## src/rtl/legv8_fetch_unit.sv

```systemverilog
// LEGv8 instruction fetch stage: PC, instruction-memory handshake, 2-entry
// prefetch queue, branch redirect handling and the status flag register.
module legv8_fetch_unit #(
    parameter logic [63:0] RESET_PC = 64'h0
) (
    input  logic        clock,
    input  logic        reset,
    output logic        imem_req,
    output logic [63:0] imem_addr,
    input  logic        imem_valid,
    input  logic [31:0] imem_data,
    output logic [31:0] instruction,
    output logic [63:0] instr_pc,
    output logic        instr_valid,
    input  logic        instr_ready,
    input  logic        redirect,
    input  logic [63:0] redirect_target,
    input  logic        status_we,
    input  logic [4:0]  status_in,
    output logic [4:0]  status
);

    typedef enum logic [1:0] {IDLE, FETCH, FULL, DRAIN} state_t;

    state_t      state_q, state_d;
    logic [63:0] fetch_pc_q, fetch_pc_d;
    logic [63:0] target_q, target_d;
    logic [63:0] head_pc_q, head_pc_d, tail_pc_q, tail_pc_d;
    logic [31:0] head_ins_q, head_ins_d, tail_ins_q, tail_ins_d;
    logic [1:0]  count_q, count_d;
    logic [4:0]  status_q, status_d;

    logic [63:0] redirect_pc;
    logic        accept;
    logic        dequeue;

    always_comb begin
        redirect_pc = redirect_target & ~64'h3;
        accept      = (state_q == FETCH) && imem_valid && !redirect;
        dequeue     = (count_q != 2'd0) && instr_ready && !redirect;
    end

    // Head is always entry 0; a dequeue shifts the tail forward before any enqueue lands.
    always_comb begin
        head_pc_d  = head_pc_q;
        head_ins_d = head_ins_q;
        tail_pc_d  = tail_pc_q;
        tail_ins_d = tail_ins_q;
        count_d    = count_q;
        if (redirect) begin
            count_d = 2'd0;
        end else begin
            if (dequeue) begin
                head_pc_d  = tail_pc_q;
                head_ins_d = tail_ins_q;
                count_d    = count_q - 2'd1;
            end
            if (accept) begin
                if (count_d == 2'd0) begin
                    head_pc_d  = fetch_pc_q;
                    head_ins_d = imem_data;
                end else begin
                    tail_pc_d  = fetch_pc_q;
                    tail_ins_d = imem_data;
                end
                count_d = count_d + 2'd1;
            end
        end
    end

    // fetch_pc_q doubles as the request address, so in DRAIN it keeps the old
    // address while the redirect target waits in target_q.
    always_comb begin
        state_d    = state_q;
        fetch_pc_d = fetch_pc_q;
        target_d   = target_q;
        status_d   = status_we ? status_in : status_q;
        case (state_q)
            IDLE: begin
                state_d = FETCH;
                if (redirect) begin
                    fetch_pc_d = redirect_pc;
                end
            end
            FETCH: begin
                if (redirect) begin
                    if (imem_valid) begin
                        fetch_pc_d = redirect_pc;
                    end else begin
                        state_d  = DRAIN;
                        target_d = redirect_pc;
                    end
                end else if (imem_valid) begin
                    fetch_pc_d = fetch_pc_q + 64'd4;
                    if (count_d == 2'd2) begin
                        state_d = FULL;
                    end
                end
            end
            FULL: begin
                if (redirect) begin
                    state_d    = FETCH;
                    fetch_pc_d = redirect_pc;
                end else if (dequeue) begin
                    state_d = FETCH;
                end
            end
            DRAIN: begin
                if (redirect) begin
                    target_d = redirect_pc;
                end
                if (imem_valid) begin
                    state_d    = FETCH;
                    fetch_pc_d = redirect ? redirect_pc : target_q;
                end
            end
            default: state_d = IDLE;
        endcase
    end

    always_ff @(posedge clock or negedge reset) begin
        if (!reset) begin
            state_q    <= IDLE;
            fetch_pc_q <= RESET_PC;
            target_q   <= RESET_PC;
            head_pc_q  <= 64'h0;
            head_ins_q <= 32'h0;
            tail_pc_q  <= 64'h0;
            tail_ins_q <= 32'h0;
            count_q    <= 2'd0;
            status_q   <= 5'd0;
        end else begin
            state_q    <= state_d;
            fetch_pc_q <= fetch_pc_d;
            target_q   <= target_d;
            head_pc_q  <= head_pc_d;
            head_ins_q <= head_ins_d;
            tail_pc_q  <= tail_pc_d;
            tail_ins_q <= tail_ins_d;
            count_q    <= count_d;
            status_q   <= status_d;
        end
    end

    always_comb begin
        imem_req    = (state_q == FETCH) || (state_q == DRAIN);
        imem_addr   = fetch_pc_q;
        instruction = head_ins_q;
        instr_pc    = head_pc_q;
        instr_valid = (count_q != 2'd0);
        status      = status_q;
    end

endmodule

```

## config.mk

```make
export PLATFORM = sky130hd
export DESIGN_NAME = legv8_fetch_unit
export DESIGN_NICKNAME = d
export VERILOG_FILES = /design/src/rtl/legv8_fetch_unit.sv
export SDC_FILE = /design/constraint.sdc
export NUM_CORES = 1
export LEC_CHECK = 0
export ABC_AREA = 0
export CAP_MARGIN = 20
export CORE_MARGIN = 2
export CORE_UTILIZATION = 54
export DETAILED_ROUTE_END_ITERATION = 8
export GPL_ROUTABILITY_DRIVEN = 0
export PLACE_DENSITY = 0.78
export SYNTH_ARGS = -nofsm -noshare
export SYNTH_HDL_FRONTEND = slang
export SYNTH_SLANG_ARGS = --single-unit
export TNS_END_PERCENT = 1
```

## constraint.sdc

```tcl
create_clock -name clock -period 3.66 [get_ports clock]
set_clock_uncertainty 0.05 [all_clocks]
set_input_delay 0.549 -clock clock [delete_from_list [all_inputs] [get_ports clock]]
set_output_delay 0.549 -clock clock [all_outputs]
set_load 0.01 [all_outputs]
```

# [After elaboration in Yosys (flattened, before gate mapping)]
# Cells that the tools add are included.
[word_totals] reg_bits=329 inputBits=107 wordCells=70
[op_classes] add_sub_neg=3 eq_ne=13 mux=28 bitwise_logic=2 reduce_logical=15
[ops] op="2-to-1 mux 64 bit" n=11
[ops] op="one-hot mux 64 bit (3 select lines)" n=1
[ops] op="one-hot mux 64 bit (2 select lines)" n=1
[ops] op="2-to-1 mux 32 bit" n=3
[ops] op="adder 64 x 3 -> 64 bit (second input constant)" n=1
[ops] op="2-to-1 mux 2 bit" n=11
[ops] op="!= test 3 bit (second input constant)" n=3
[ops] op="AND reduction 3 bit" n=3
[ops] op="!= test 2 bit (second input constant)" n=4
[ops] op="one-hot mux 2 bit (4 select lines)" n=1
[ops] op="== test 2 bit (second input constant)" n=3
[ops] op="AND reduction 5 bit" n=1
[ops] op="logical AND 1 bit" n=4
[ops] op="logical NOT 2 bit" n=2
[ops] op="nonzero test 2 bit" n=2
[ops] op="!= test 3 x 2 -> 1 bit (second input constant)" n=1
[ops] op="adder 2 x 1 -> 2 bit (second input constant)" n=1
[ops] op="== test 2 x 1 -> 1 bit (second input constant)" n=1
[ops] op="!= test 2 x 1 -> 1 bit (second input constant)" n=1
[ops] op="inverter 1 bit" n=2
[ops] op="OR reduction 2 bit" n=1
[ops] op="subtractor 2 x 1 -> 2 bit (second input constant)" n=1
[ops] op="logical NOT 1 bit" n=1
[ops] op="logical OR 1 bit" n=1

# [Longest topological paths before layout]
[depth] word_depth=13 mapped_depth=12 ltp_nobuf=9

# [Worst setup path before layout]
# OpenSTA, ideal clock, no wires.
[synth_path] kind="input to register" startpoint="in redirect" endpoint="reg tail_pc_q[23]" setup_ns=0.125 t_arrival_ns=2.635 required_time_ns=3.485 setup_slack_ns=0.850 stages=9 path_cell_list="clkbuf_1 -> nor3b_1 -> buf_2 -> mux2_2 -> ha_1 -> nor3_2 -> buf_2 -> buf_2 -> mux2_2"
[synth_between] elab_chain_len=7
[synth_rtl] item="start: declaration" line="16" source="input logic redirect,"
[synth_rtl] item="logical NOT 1 bit" line="39, 40"
[synth_rtl] item="logical AND 1 bit" line="40" source="dequeue = (count_q != 2'd0) && instr_ready && !redirect;"
[synth_rtl] item="2-to-1 mux 2 bit" line="53" source="if (dequeue) begin"
[synth_rtl] item="2-to-1 mux 2 bit" line="50" source="if (redirect) begin"
[synth_rtl] item="logical NOT 2 bit" line="59" source="if (count_d == 2'd0) begin"
[synth_rtl] item="inverter 1 bit (no source line)"
[synth_rtl] item="AND reduction 3 bit (no source line) *"
[synth_rtl] item="end signal: assignment" line="138" source="tail_pc_q <= tail_pc_d;"
[synth_rtl] item="end: declaration" line="28" source="logic [63:0] head_pc_q, head_pc_d, tail_pc_q, tail_pc_d;"
# Every way passes the cells marked *; elsewhere a longest branch is shown, timed or not. The select of a mux whose other input is x is not followed.
# A chain may end at the register's enable or synchronous reset.

# [Final worst setup path]
[layout_path] startpoint="reg count_q[0]" endpoint="reg tail_pc_q[19]"
[layout_between] elab_chain_len=8
[layout_rtl] item="start: declaration" line="30" source="logic [1:0] count_q, count_d;"
[layout_rtl] item="start signal: assignment" line="140" source="count_q <= count_d;"
[layout_rtl] item="branches (longest 3 deep; another with subtractor 2 x 1 -> 2 bit)"
[layout_rtl] item="2-to-1 mux 2 bit *" line="53"
[layout_rtl] item="2-to-1 mux 2 bit *" line="50"
[layout_rtl] item="logical NOT 2 bit *" line="59"
[layout_rtl] item="inverter 1 bit (no source line) *"
[layout_rtl] item="AND reduction 3 bit (no source line) *"
# Mark *: on every way between the ends. The select of a mux whose other input is x is not followed.

==> impl_metrics.ini <==
[power_and_ir_drop]
combPwrFrac = 0.303
ir_drop_uv = 364.4
power_frac_clock = 0.263
power.density_nw_per_um2 = 665.2
total_power_mw = 13.65
swShare = 0.3107
seqPwrFrac = 0.434
p_switching_mw = 4.239
power_leakage_nw = 8.176
p_int_mw = 9.407

[global_routing]
antenna_found_initial = 3
grt_use_total = 0.2809
gr-total-overflow = 0
grt_max_degree = 97
grt_pass1_wl_microns = 70210
grt_pass1_vias = 13122

[synthesis]
synth_edf_count = 0
synth_nets = 1663
synth_seq_area_share = 0.5077
ys_warn_count = 0
yosysMostFrequentCell = dfrtp_1
synthesis.area_sq_um = 16220
synthTopCellsByCount = 329 x dfrtp_1, 211 x nand2_1, 164 x mux2_2
synth_area_leader_cell = dfrtp_1
synthTopCellsByArea = dfrtp_1 51%, mux2_2 11%, mux2i_1 6.3%
ys_types = 66
ys.flop_type = dfrtp_1
ys_ff_latch = 329
syn_area_per_cell_sq_um = 10.44
yosysTopAreaCellShare = 0.5077
async_flop_share = 1.000
syn_inst = 1553

[sta]
holdWs_ns = -0.02521
finalCritPeriodShare = 0.7878
hold_viol = 5
setup_viol = 0
grt_setup_unrepaired = no
worst_pin_slew_ns = 0.7897
slew_headroom = 0.4691
setup_slack_ns = 0.7768
fin_crit_ns = 2.883
tns_ns = 0
fmax_ghz = 0.3468
finalMaxSlewViolations = 0

[floorplanning]
fp-row-count = 63
ios = 274
dieArea_sq_um = 31430
fp.dieH_microns = 177.3
die_x_microns = 177.3
start_util = 0.5471
coreArea_sq_um = 29640

[final_layout]
area_delta_synth_final_pct = 26.51
layout-drive-gt1-share = 0.1571
num-nets-final = 1884
stdcell_count = 2193
fillers = 2207

[min_path]
min_path_type = in -> async

[setup_path]
critPathMaxFanout = 67
path_class = reg -> reg
cp.required_ns = 4.01
cp-end-kind = register
setup.worst_path.start_class = register
critical_path.cell_chain = inv_1, ha_1, nor3b_2, mux2_2, ha_1, nor3_4, buf_12, mux2_2
arrival_ns = 3.23
crit_path_top_delay_cell = mux2_2
cp_slowest_stage_delay_ns = 0.40

[routing]
drt-initial-drc-count = 1130
wl_per_cell_microns = 20.46
vias = 13266
vias_per_cell = 6.049
detail-route-antenna-nets = 0
drc = 0
wirelength_microns = 44870
dr.pass1.iters = 5

[clock_tree]
cts_resized = 0
cts.path.max_buffers = 3
cts-buffers-inserted = 37
cts.sinks = 329
clock_latency_ns = 0.52
clk_pin_slew_worst_paths_ns = 0.06
htreeDepth = 2
hold_buffers = 0
cts_root_buf = clkbuf_16
post_cts_buffers = 0
cts_tree = done

[place]
port-buffer-count = 271
place_ws_ns = 0.4022
dp.cells = 2125
place_hpwl_microns = 29490

[outcome]
status = finished with violations
violations = hold timing

[flow_run]
drv_cap = 0
## per-layer routing
| metal | share of wire | GRT usage | wire length (microns) |
|---|---|---|---|
| met3 | 0.077 | 0.05913 | 3447 |
| met2 | 0.48 | 0.4611 | 21510 |
| met1 | 0.41 | 0.3725 | 18610 |
| met5 | 0.00045 | 0 | 20 |
| met4 | 0.029 | 0.09495 | 1284 |
## final cells by class
| class | count | area (sq um) | area share |
|---|---|---|---|
| flip-flops and latches | 329 | 8234 | 0.4014 |
| clock buffers | 55 | 1076 | 0.05245 |
| inverters | 44 | 165.2 | 0.008051 |
| diodes | 2 | 5.005 | 0.0002440 |
| well taps | 390 | 488.0 | 0.02379 |
| multi-input cells | 1054 | 7311 | 0.3564 |
| clock inverters | 11 | 87.58 | 0.004269 |
| repair buffers | 308 | 3148 | 0.1535 |
## logic make-up after synthesis
logic type      count (synthesis)  synth area share
mux                           266            0.1769
xor+xnor                       12          0.006481
simple gates                  427            0.1288
fa+ha+maj                       3          0.002315
flops                         329            0.5077
buf+inv                       170           0.04344
compound gates                346            0.1344
## worst paths after layout
check	startpoint	slack, ns	to	cells after the start
max	count_q[0]$_DFF_PN0_	0.78	tail_pc_q[19]$_DFFE_PN0P_	8
min	reset	-0.03	status[1]$_DFFE_PN0P_	1
max reg2reg	count_q[0]$_DFF_PN0_	0.78	tail_pc_q[19]$_DFFE_PN0P_	8
min reg2reg	tail_pc_q[25]$_DFFE_PN0P_	0.45	tail_pc_q[25]$_DFFE_PN0P_	1
max in group asynchronous	reset	2.62	target_q[20]$_DFFE_PN0P_	2
min in group clock	tail_pc_q[25]$_DFFE_PN0P_	0.45	tail_pc_q[25]$_DFFE_PN0P_	1
## power by group through the flow
stage / clock (mW) / sequential (mW) / combinational [mW]
after floorplan: 0 / 5.93 / 1.95
after global placement: 0 / 5.88 / 3.99
after detailed placement: 0 / 5.97 / 4.14
after CTS: 3.65 / 5.92 / 4.16
after global routing: 3.82 / 6.09 / 4.47
final: 3.59 / 5.93 / 4.13
## cells in the final DEF, fill, tap and decap left out, types with 5 or more instances in the layout
cell type / synthesis / routed
and2_1: 5 / 5
dfrtp_1: 329 / 328
nand4_1: 30 / 30
a2bb2oi_1: 12 / 12
o2bb2a_1: 10 / 10
o21ai_0: 161 / 161
xor2_1: 5 / 5
and3_1: 10 / 8
inv_1: 43 / 43
a32oi_1: 16 / 16
clkbuf_1: 72 / 12
o311a_1: 5 / 5
clkinv_2: 0 / 8
buf_4: 2 / 25
nor3_1: 20 / 20
nor4_1: 14 / 14
nand3_1: 36 / 36
a22oi_1: 6 / 6
nand2_1: 211 / 211
o221ai_1: 6 / 6
a211oi_1: 5 / 5
nor2b_1: 6 / 6
o211ai_1: 10 / 10
clkdlybuf4s50_1: 0 / 269
a31oi_1: 6 / 6
mux2_2: 164 / 164
xnor2_1: 7 / 7
nand2b_1: 10 / 10
buf_12: 0 / 11
mux2i_1: 102 / 102
o22ai_1: 19 / 19
a21oi_1: 45 / 45
o21a_1: 8 / 8
clkbuf_16: 0 / 39
nor2_1: 53 / 52
## stage by stage
step | hold WS [ns] | util | cell area [sq um]
2_1_floorplan | 0.2034 | - | 16220
6_report | -0.02521 | 0.6922 | 20510
3_3_place_gp | 0.4326 | 0.6518 | 19320
4_1_cts | 0.03307 | 0.6920 | 20510
3_5_place_dp | 0.4379 | 0.6527 | 19350
5_1_grt | 0.04195 | 0.6921 | 20510
## critical path: cells and delay by family, from the launching register on
family,cells,cell delay (ns)
multiplexers,2,0.78
adder cells (fa/ha/maj),2,0.44
flip-flops,1,0.36
buffers and inverters,2,0.43
AND/OR/NAND/NOR,2,0.64
## state kept, by name, indices dropped and copies added (netlist names)
name and cells:
count_q 2, imem_addr 64, instr_pc 64, instruction 32
state_q 2, status 5, tail_ins_q 32, tail_pc_q 64
target_q 64
Power figures use the tool's default switching activity.
==> RTL change 1, RTL diff (config.mk and constraints unchanged) <==
Register the input `redirect_target` before use, cleared by the reset. The logic sees it one clock later. The other inputs are not delayed to match.
--- a/src/rtl/legv8_fetch_unit.sv
+++ b/src/rtl/legv8_fetch_unit.sv
@@ -23,4 +23,14 @@
     typedef enum logic [1:0] {IDLE, FETCH, FULL, DRAIN} state_t;
 
+    logic [63:0] redirect_target_q;
+
+    always_ff @(posedge clock or negedge reset) begin
+        if (!reset) begin
+            redirect_target_q <= '0;
+        end else begin
+            redirect_target_q <= redirect_target;
+        end
+    end
+
     state_t      state_q, state_d;
     logic [63:0] fetch_pc_q, fetch_pc_d;
@@ -36,5 +46,5 @@
 
     always_comb begin
-        redirect_pc = redirect_target & ~64'h3;
+        redirect_pc = redirect_target_q & ~64'h3;
         accept      = (state_q == FETCH) && imem_valid && !redirect;
         dequeue     = (count_q != 2'd0) && instr_ready && !redirect;
Formal check against the unedited RTL: not equivalent (a bounded check fails within 4 cycles, from zero or initial values and one cycle with reset low).
==> RTL change 1 against the unedited design <==
  * Final cell count rose by 5.9%
  * Setup slack got worse by 0.019 ns
  * Via count rose by 3.8%
  * Power rose by 17%
  * Routed wire length rose by 3.7%
  * Combinational power rose by 9.9%
  * Area after synthesis rose by 9.5%
  * Core utilization rose by 0.072 points
  * Sequential cell count rose by 62
  * Final area rose by 9.6%
  * Largest cell class unchanged
  * Highest routed layer is now met4
==> RTL change 1: results (changes against the unedited design) <==
- Final net count: 1956 (+3.8%)
- Status: finished clean
- Asr flop ratio synth: 100.0% (unchanged)
- Wire length of the first global-routing pass: 73890 um (+5.2%)
- Routed metal-1 wire length: 20160 um (+8.4%)
- Least-Margin Pin Slew: 0.9637 ns (+0.1739 ns)
- Final clock-cell share: 6.816% (+1.1 points)
- Clk_lat worst skew: 0.54 ns (+0.02 ns)
- Clock buffers: 59 (+7.3%)
- Grt met3 use: 4.542% (-1.4 points)
- Post-synthesis sequential area ratio: 55.12% (+4.4 points)
- Detailed Route Iter0 Violations: 1275 (+13%)
- Lkg Pwr: 9.683 nW (+18%)
- Critical Path Fanout Max: 10 (-85%)
- Min-Delay Path Class: primary input to flip-flop
- Vias in the first global route: 13630 (+3.8%)
- Top routing layer used: met4
- Met1 usage: 38.58% (+1.3 points)
- ANT cells: 1 (-1)
- Ranking of synthesized cells by area: dfrtp_1 (55%), mux2_2 (10%), mux2i_1 (5.9%)
- Syn Nets: 1731 (+4.1%)
- Num CTS Buffers: 42 (+14%)
- Inverters: 35 (-20%)
- Synth Area in XOR/XNOR: 0.5428% (-0.11 points)
- FF+latch count, synth: 391 (+19%)
- Crit path time final: 2.902 ns (+0.01922 ns)
- R2R Setup Slk: 0.76 ns (-0.02 ns)
- Commonest cells in the netlist: dfrtp_1 (391), nand2_1 (214), o21ai_0 (174), mux2_2 (158)
- Dpl ws: 0.3566 ns (-0.04558 ns)
- Synth cell types: 70 (+6.1%)
- Crit path max-delay family: simple AND/OR/NAND/NOR gates
- Multi-input combinational area share: 32.81% (-2.8 points)
- #MultiIn Comb: 1069 (+1.4%)
- Sequential portion of the cell area: 43.51% (+3.4 points)
- Via-to-Cell Ratio: 5.928 (-2.0%)
- Routed met3 length: 3635 um (+5.5%)
- Met2 Usage GRT: 42.94% (-3.2 points)
- R2R cell count: 6 (-2)
- Synth Area in Adders: 0.2115% (-0.020 points)
- Pin count of the biggest net entering global routing: 141 (+45%)
- Compound-Gate Fraction of Synth Area: 12.77% (-0.68 points)
- Met2 wire length: 21710 um (+0.93%)
- GRT Total Usage: 27.20% (-0.90 points)
- Slowest CP cell: or4_1
- Layout fillers: 2358 (+6.8%)
- Mux contribution to synthesized area: 15.89% (-1.8 points)
- Reg-to-reg startpoint: imem_addr[3]$_DFFE_PN0P_
- Reg2Reg Capture Point: imem_addr[58]$_DFFE_PN0P_
- Maximum vdd ir drop: 0.5928 mV (+63%)
- Post-CTS Hold Buffers: 1 (+1)
- Detail Placement HPWL: 30190 um (+2.4%)
- Bufs w/o clock: 307 (-0.32%)
RTL change 1: changes by cell type after synthesis, moves of 8 or more:
cell	change
dfrtp_1	+62
clkbuf_1	+32
a21oi_1	-12
o21ai_0	+13
buf_2	-39
a31oi_1	+8
inv_1	-8
nand3_1	-14
RTL change 1: power by group:
part / total, mW / switching [mW] / internal [mW]
logic: 4.54 / 1.99 / 2.55
registers: 6.81 / 1.11 / 5.70
clock network: 4.65 / 1.75 / 2.90
RTL change 1: per-stage QoR:
stage | instance area [sq um] | hold slack [ns] | std cells
2_1_floorplan | 17750 | 0.2034 | 1621
3_3_place_gp | 20930 | 0.4128 | 2242
3_5_place_dp | 20930 | 0.4144 | 2242
4_1_cts | 22470 | 0.3819 | 2320
5_1_grt | 22490 | 0.3805 | 2322
6_report | 22490 | 0.3942 | 2322
==> RTL change 2, RTL diff (config.mk and constraints unchanged) <==
Without the edit above. The 4 states of `state_t` get a one-hot encoding in 4 bits.
--- a/src/rtl/legv8_fetch_unit.sv
+++ b/src/rtl/legv8_fetch_unit.sv
@@ -21,5 +21,5 @@
 );
 
-    typedef enum logic [1:0] {IDLE, FETCH, FULL, DRAIN} state_t;
+    typedef enum logic [3:0] {IDLE = 4'b0001, FETCH = 4'b0010, FULL = 4'b0100, DRAIN = 4'b1000} state_t;
 
     state_t      state_q, state_d;
Check against the original RTL: same outputs for any inputs over 4 cycles, from zero or initial values and one cycle with reset low; so few cycles prove little.
==> RTL change 2 against the unedited design <==
  * Final area is 4.5% lower
  * Core utilization increased by 1.1 points
  * Sequential cell count increased by 2
  * First-iteration DRC count up 15%
  * Non-clock buffer count is 5 lower
  * Routed wire length is 7.7% lower
  * Area after synthesis shrank 5.4%
  * Power grew 15%
  * Setup slack lost 0.18 ns
==> RTL change 2: results (changes against the unedited design) <==
- Num CTS Buffers: 36 (-2.7%)
- Clock sink count: 331 (+0.61%)
- Initial antenna violation count: 8 (+5)
- Seq pwr share: 40.3% (-3.1 points)
- Synth cell types: 63 (-4.5%)
- Synth Area in Adders: 0.2448% (+0.013 points)
- Max transition margin: 29.58% (-17 points)
- Design Area, Final: 19580 sq um (-4.5%)
- Fin cells: 1992 (-9.2%)
- Clock buffers: 52 (-5.5%)
- Final net count: 1697 (-9.9%)
- Final clock-cell share: 5.834% (+0.16 points)
- Pin count of the biggest net entering global routing: 99 (+2.1%)
- Seq_cells: 331 (+0.61%)
- Detail Placement HPWL: 26890 um (-8.8%)
- Post-synthesis cell count: 1369 (-12%)
- Share of layout cells above drive strength 1: 17.22% (+1.5 points)
- Sequential portion of the cell area: 42.31% (+2.2 points)
- Tot Pwr: 15.75 mW (+15%)
- TritonRoute pass-1 iters: 8 (+3)
- Commonest cells in the netlist: dfrtp_1 (330), mux2_2 (164), o21ai_0 (102), nand2_1 (85), clkbuf_1 (81)
- Crit path max-delay family: buffers and inverters
- Bufs w/o clock: 303 (-1.6%)
- #MultiIn Comb: 857 (-19%)
- Multi-input combinational area share: 32.60% (-3.0 points)
- Syn Nets: 1479 (-11%)
- Vias in the first global route: 12280 (-6.4%)
- Slowest Stage Delay on Critical Path: 0.66 ns (+0.26 ns)
- Top-area cell type share of the netlist area: 53.86% (+3.1 points)
- NonClk Buf Share: 15.67% (+0.32 points)
- Wire length of the first global-routing pass: 66790 um (-4.9%)
- Compound-Gate Fraction of Synth Area: 15.57% (+2.1 points)
- Via-to-Cell Ratio: 6.135 (+1.4%)
- DIE AREA: 29760 sq um (-5.3%)
- GRT Total Usage: 27.59% (-0.51 points)
- Lkg Pwr: 8.414 nW (+2.9%)
- Critical path arrival: 2.46 ns (-0.77 ns)
- Status: finished clean
- Combinational power: 5.86 mW (+42%)
- Maximum vdd ir drop: 0.4716 mV (+29%)
## RTL change 2: cell count changes after synthesis, sizes merged, moves of 12 or more
cell	unedited run	this run
o21ai	162	124
a222oi	0	45
a22oi	6	62
nand2	211	86
nand4	35	13
buf	52	40
a32oi	16	0
a21oi	45	18
xnor2	7	47
and3	10	47
inv	43	58
a2bb2oi	12	0
a221oi	4	43
mux2i	102	0
## RTL change 2: worst paths after layout
| check | startpoint | slack (ns) | to | depth (start not counted) |
|---|---|---|---|---|
| worst max-delay path | state_q[3]$_DFFE_PN0P_ | 0.60 | imem_req | 3 |
| worst min-delay path | reset | 0.04 | tail_pc_q[54]$_DFFE_PN0P_ | 1 |
| worst max register to register | count_q[0]$_DFF_PN0_ | 0.69 | instruction[9]$_DFFE_PN0N_ | 10 |
| worst min register to register | tail_ins_q[11]$_DFFE_PN0P_ | 0.43 | instruction[11]$_DFFE_PN0N_ | 2 |
| max in group asynchronous | reset | 2.48 | tail_ins_q[28]$_DFFE_PN0P_ | 3 |
| min in group clock | tail_ins_q[11]$_DFFE_PN0P_ | 0.43 | instruction[11]$_DFFE_PN0N_ | 2 |
## RTL change 2: through the flow
stage,hold WS [ns],setup WS [ns]
after floorplan,0.2034,0.8827
after global placement,0.4092,0.4273
after detailed placement,0.4202,0.2745
after CTS,0.06791,0.5881
after global routing,0.09891,0.4899
final,0.03666,0.5974
## RTL change 2: layer usage
layer / vias up / GRT usage, % / wire length, um / share of wire, %
li1: 5487 / - / - / -
met1: 6161 / 35.81 / 16930 / 41
met2: 496 / 45.67 / 20350 / 49
met3: 77 / 6.211 / 2996 / 7.2
met4: 0 / 9.865 / 1134 / 2.7
met5: - / 0 / 0 / 0
